<file path="src/rtl/ptos_tx.sv">
// Parallel-to-serial SPI transmit stage: MSB-first shift with per-bit sen strobe,
// frame select, and a one-entry holding register for back-to-back frames.
module ptos_tx #(
    parameter int WIDTH = 10,
    parameter int DIV   = 4
) (
    input  logic             clk,
    input  logic             rst_n,
    input  logic [WIDTH-1:0] din,
    input  logic             din_valid,
    output logic             din_ready,
    output logic             sout,
    output logic             sen,
    output logic             cs_n,
    output logic             busy,
    output logic             done
);

    localparam int BW = $clog2(WIDTH);
    localparam int DW = (DIV > 1) ? $clog2(DIV) : 1;

    typedef enum logic [1:0] {IDLE, SHIFT, GAP} state_t;

    state_t           state_q, state_d;
    logic [WIDTH-1:0] shreg_q, shreg_d;
    logic [WIDTH-1:0] hold_q, hold_d;
    logic             hold_full_q, hold_full_d;
    logic [BW-1:0]    bit_q, bit_d;
    logic [DW-1:0]    div_q, div_d;
    logic             sout_q, sout_d;
    logic             sen_q, sen_d;
    logic             cs_n_q, cs_n_d;
    logic             busy_q, busy_d;
    logic             done_q, done_d;

    logic accept;
    logic bit_end;
    logic shifting;

    assign din_ready = !hold_full_q;
    assign accept    = din_valid && !hold_full_q;
    // With DIV=1 every cycle closes a bit period; div_q stays at zero.
    assign bit_end   = (DIV == 1) || (div_q == DW'(DIV - 1));

    always_comb begin
        state_d     = state_q;
        shreg_d     = shreg_q;
        hold_d      = hold_q;
        hold_full_d = hold_full_q;
        bit_d       = bit_q;
        div_d       = div_q;
        case (state_q)
            IDLE: begin
                bit_d = '0;
                div_d = '0;
                if (hold_full_q) begin
                    shreg_d     = hold_q;
                    hold_full_d = 1'b0;
                    state_d     = SHIFT;
                end else if (din_valid) begin
                    shreg_d = din;
                    state_d = SHIFT;
                end
            end
            SHIFT: begin
                if (accept) begin
                    hold_d      = din;
                    hold_full_d = 1'b1;
                end
                if (bit_end) begin
                    div_d   = '0;
                    shreg_d = {shreg_q[WIDTH-2:0], 1'b0};
                    if (bit_q == BW'(WIDTH - 1)) begin
                        bit_d   = '0;
                        state_d = GAP;
                    end else begin
                        bit_d = bit_q + BW'(1);
                    end
                end else begin
                    div_d = div_q + DW'(1);
                end
            end
            GAP: begin
                // Decision uses hold_full before this edge; a word accepted now starts via IDLE.
                if (hold_full_q) begin
                    shreg_d     = hold_q;
                    hold_full_d = 1'b0;
                    state_d     = SHIFT;
                end else begin
                    state_d = IDLE;
                end
                if (accept) begin
                    hold_d      = din;
                    hold_full_d = 1'b1;
                end
            end
            default: state_d = IDLE;
        endcase
    end

    // Outputs are registered from the next-state view so they line up with the state.
    always_comb begin
        shifting = (state_d == SHIFT);
        sout_d   = shifting && shreg_d[WIDTH-1];
        sen_d    = shifting && (div_d == '0);
        cs_n_d   = !shifting;
        done_d   = (state_d == GAP);
        busy_d   = (state_d != IDLE);
    end

    always_ff @(posedge clk or negedge rst_n) begin
        if (!rst_n) begin
            state_q     <= IDLE;
            shreg_q     <= '0;
            hold_q      <= '0;
            hold_full_q <= 1'b0;
            bit_q       <= '0;
            div_q       <= '0;
            sout_q      <= 1'b0;
            sen_q       <= 1'b0;
            cs_n_q      <= 1'b1;
            busy_q      <= 1'b0;
            done_q      <= 1'b0;
        end else begin
            state_q     <= state_d;
            shreg_q     <= shreg_d;
            hold_q      <= hold_d;
            hold_full_q <= hold_full_d;
            bit_q       <= bit_d;
            div_q       <= div_d;
            sout_q      <= sout_d;
            sen_q       <= sen_d;
            cs_n_q      <= cs_n_d;
            busy_q      <= busy_d;
            done_q      <= done_d;
        end
    end

    assign sout = sout_q;
    assign sen  = sen_q;
    assign cs_n = cs_n_q;
    assign busy = busy_q;
    assign done = done_q;

endmodule

</file>
<file path="config.mk">
export PLATFORM = sky130hd
export DESIGN_NAME = ptos_tx
export DESIGN_NICKNAME = d
export VERILOG_FILES = /design/src/rtl/ptos_tx.sv
export SDC_FILE = /design/constraint.sdc
export NUM_CORES = 1
export LEC_CHECK = 0
export ABC_AREA = 1
export CAP_MARGIN = 10
export CORE_MARGIN = 5
export CORE_UTILIZATION = 30
export CTS_BUF_LIST = sky130_fd_sc_hd__clkbuf_4 sky130_fd_sc_hd__clkbuf_8
export CTS_CLUSTER_DIAMETER = 40
export DETAILED_ROUTE_END_ITERATION = 10
export DONT_BUFFER_PORTS = 1
export SLEW_MARGIN = 0
export SYNTH_ARGS = -nofsm -noshare
export SYNTH_HDL_FRONTEND = slang
export SYNTH_SLANG_ARGS = --single-unit
</file>
<file path="constraint.sdc">
create_clock -name clk -period 2 [get_ports clk]
set_input_delay 0.3 -clock clk [delete_from_list [all_inputs] [get_ports clk]]
set_output_delay 0.3 -clock clk [all_outputs]
set_load 0.1 [all_outputs]
</file>
==> flow_summary_export.csv <==
group,metric,value,unit
yosys,synth_common_cells,"53 x nand2_1, 33 x dfrtp_1, 29 x nor2_1",
power,sequentialPowerShare,37.6,%
floorplan,die-area,7245,um^2
yosys,synth-edff-count,0,
sta,drv_slew,0,
floorplan,rows,27,
sta,relSlewSlack,66.95,%
route,totalWireLength,3347,um
final_layout,area.growth.synth_to_final,15.15,%
critical_path,start_kind,"flop",
sta,rsz0062_at_grt,"no",
clocking,cts_buffers,5,
power,switching_share,44.63,%
power,leakage,0.9603,nW
yosys,synthesis.nets,215,
yosys,netlist_top_cells_area,"dfrtp_1 49%, nand2_1 12%, nor2_1 6.4%",
yosys,ys_async_sr_fraction,100.0,%
sta,hold_violations,0,
yosys,synth_area,1693,um^2
critical_path,crit_arrival,1.89,ns
final_layout,num_antenna_cells,0,
clocking,cts_tree,"built",
route,wl_per_cell,11.83,um
route,vias,1277,
yosys,avgSynthCellArea,8.681,um^2
power,power.switching,1.479,mW
clocking,clk_pin_slew,0.07,ns
global_route,grt_max_degree,35,
sta,fin_crit,1.713,ns
yosys,synth_flop_cell,"dfrtp_1",
sta,setup_viol,0,
sta,timing.setup.tns,0,ns
yosys,yosysTopAreaCell,"dfrtp_1",
outcome,status,"completed",
power,power.density,1700,nW/um^2
critical_path,reg2reg_to,"shreg_q[4]$_DFFE_PN0P_",
floorplan,die_w,85.12,um
clocking,clk_latency,0.28,ns
yosys,yosysSeqAreaShare,50.33,%
route,route.detailed.drc,0,
sta,fmax,583.8,MHz
final_layout,n_fill_cell,561,
route,first_pass_iters,5,
yosys,syn_inst,195,
floorplan,io-pin-count,19,
critical_path,timing.critical_path.to,"shreg_q[4]$_DFFE_PN0P_",
global_route,grt_pass1_wl,6030,um
yosys,synth_top_area_share,48.78,%
critical_path,critPathKind,"reg -> reg",
clocking,clkSinkCount,34,
floorplan,initial_core_util,30.74,%
clocking,cts-root-buf,"clkbuf_8",
final_layout,final-seq-area,852.1,um^2
clocking,cts_max_level,2,
hold_path,hp-start,"din[7]",
hold_path,hold_path.class,"in -> reg",
floorplan,die_h,85.12,um
power,internal-power,1.835,mW
placed_design,dp.final_hpwl,2407,um
sta,finalClockSkew,0.003683,ns
critical_path,r2r_slack,0.29,ns
placed_design,place_congestion,0.8030,
route,ant_nets,0,
yosys,ys_ff_latch,34,
job,drv_cap,0,
route,viasPerCell,4.512,
final_layout,finish.utilization,35.40,%
global_route,grt_use_total,10.32,%
clocking,cts_max_path_buffers,2,
global_route,grt_antenna_before_repair,0,
floorplan,core,5507,um^2
sta,finalCritPeriodShare,85.65,%
route,drtIter0Drc,97,
power,combPwrFrac,46.4,%
yosys,yosysUniqueCellTypes,25,
global_route,first_global_vias,1354,
final_layout,drive_gt1_share,17.54,%
global_route,gr-total-overflow,0,
critical_path,crit_fanout,9,
critical_path,required,2.17,ns
final_layout,multi_input_area,747.0,um^2
critical_path,r2r_cells,8,
hold_path,whs_path_depth,1,
power,clkPwrFrac,15.9,%
critical_path,crit-reg2reg-launch,"state_q[1]$_DFF_PN0_",
yosys,yosysMostFrequentCell,"nand2_1",
power,power,3.314,mW
power,max-vdd-ir-drop,755.1,uV
critical_path,startpoint,"state_q[1]$_DFF_PN0_",
final_layout,nets,230,
sta,tightest_slew,0.4969,ns
yosys,synth_warnings,0,
critical_path,endpoint_kind,"flop",
placed_design,port-buffer-count,0,
-- sequential cells by signal, indices dropped and copies added, names as in the netlist --
register and count:
shreg_q 10, state_q 2, div_q 2, done 1, hold_full_q 1, sout 1
hold_q 10, sen 1, cs_n 1, bit_q 4, busy 1
-- cell usage in the layout (no fill, tap or decap) --
cell | synthesis | layout
a21oi_1 | 3 | 3
a21oi_2 | 1 | 1
a22oi_1 | 1 | 1
buf_12 | 0 | 1
buf_4 | 0 | 7
clkbuf_4 | 0 | 1
clkbuf_8 | 0 | 6
clkinv_1 | 2 | 2
clkinv_2 | 0 | 1
dfrtp_1 | 33 | 33
dfstp_2 | 1 | 1
dlygate4sd3_1 | 0 | 1
ha_1 | 7 | 7
inv_1 | 17 | 17
inv_2 | 3 | 3
mux2_2 | 9 | 9
mux2i_1 | 1 | 1
nand2_1 | 53 | 53
nand2_2 | 1 | 1
nand2_4 | 2 | 2
nand3_1 | 15 | 15
nand3_2 | 1 | 1
nand4_1 | 2 | 2
nor2_1 | 29 | 29
nor2_2 | 2 | 2
o21ai_0 | 5 | 5
o22ai_1 | 3 | 3
or2_4 | 1 | 1
xnor2_1 | 1 | 1
xor2_1 | 1 | 1
-- worst max-delay path, stage by stage (launching register included) --
cell and delay (ns):
dfrtp_1 0.42, inv_1 0.09, ha_1 0.28, inv_2 0.08, or2_4 0.24, nand3_2 0.08, clkinv_1 0.21, nor2_1 0.15
nor2_1 0.06
-- layout make-up --
cell class,count,area share (%)
Multi-Input combinational cell,138,38.32
Clock buffer,7,4.621
Inverter,22,4.236
Sequential cell,34,43.71
Timing Repair Buffer,9,4.236
Tap cell,72,4.621
Clock inverter,1,0.2567
-- how the worst min path moves through the flow --
stage                                  endpoint  slack, ns
after floorplan            bit_q[0]$_DFFE_PN0P_      0.004
after global placement    hold_q[6]$_DFFE_PN0P_      0.005
after detailed placement  hold_q[6]$_DFFE_PN0P_      0.005
after CTS                 hold_q[9]$_DFFE_PN0P_       0.16
after global routing      hold_q[4]$_DFFE_PN0P_       0.16
final                     hold_q[7]$_DFFE_PN0P_       0.17
-- per-layer routing --
layer	share of wire [%]	up-vias	GRT usage, %
met5	0	-	0
met4	2.0	0	4.317
met3	6.9	7	3.010
met2	46	38	16.67
met1	45	583	12.85
li1	-	649	-
-- cells by family (layout without fill, tap and decap cells) --
family	count (synthesis)	after routing	share of synthesized area, %
xor+xnor	2	2	1.035
flops	34	34	50.33
simple gates	106	106	26.90
buf+inv	23	39	5.543
mux	10	10	6.578
compound gates	13	13	4.434
fa+ha+maj	7	7	5.173
-- power groups by stage --
| stage | clock network (mW) | registers [mW] | logic (mW) |
|---|---|---|---|
| CTS | 0.547 | 1.25 | 1.56 |
| global route | 0.586 | 1.29 | 1.74 |
| finish | 0.527 | 1.25 | 1.54 |
| detailed placement | 0 | 1.26 | 1.54 |
| global placement | 0 | 1.25 | 1.51 |
| floorplan | 0 | 1.39 | 1.08 |
-- what timing repair did --
action                    4_1_cts  5_1_grt
hold endpoints to repair       34        0
resized for setup               0        0
setup buffers                   0        0
hold buffers                    2        0
-- metrics by stage --
step / hold slack [ns] / cell area [um^2] / cells / setup WS (ns)
finish: 0.1656 / 1949 / 283 / 0.2870
global route: 0.1560 / 1949 / 283 / 0.07679
CTS: 0.1559 / 1949 / 283 / 0.2800
detailed placement: 0.005367 / 1824 / 273 / 0.3035
global placement: 0.005398 / 1824 / 273 / 0.3256
floorplan: 0.004409 / 1693 / 195 / 0.3638
No activity file was read; power rests on OpenSTA's default activity.
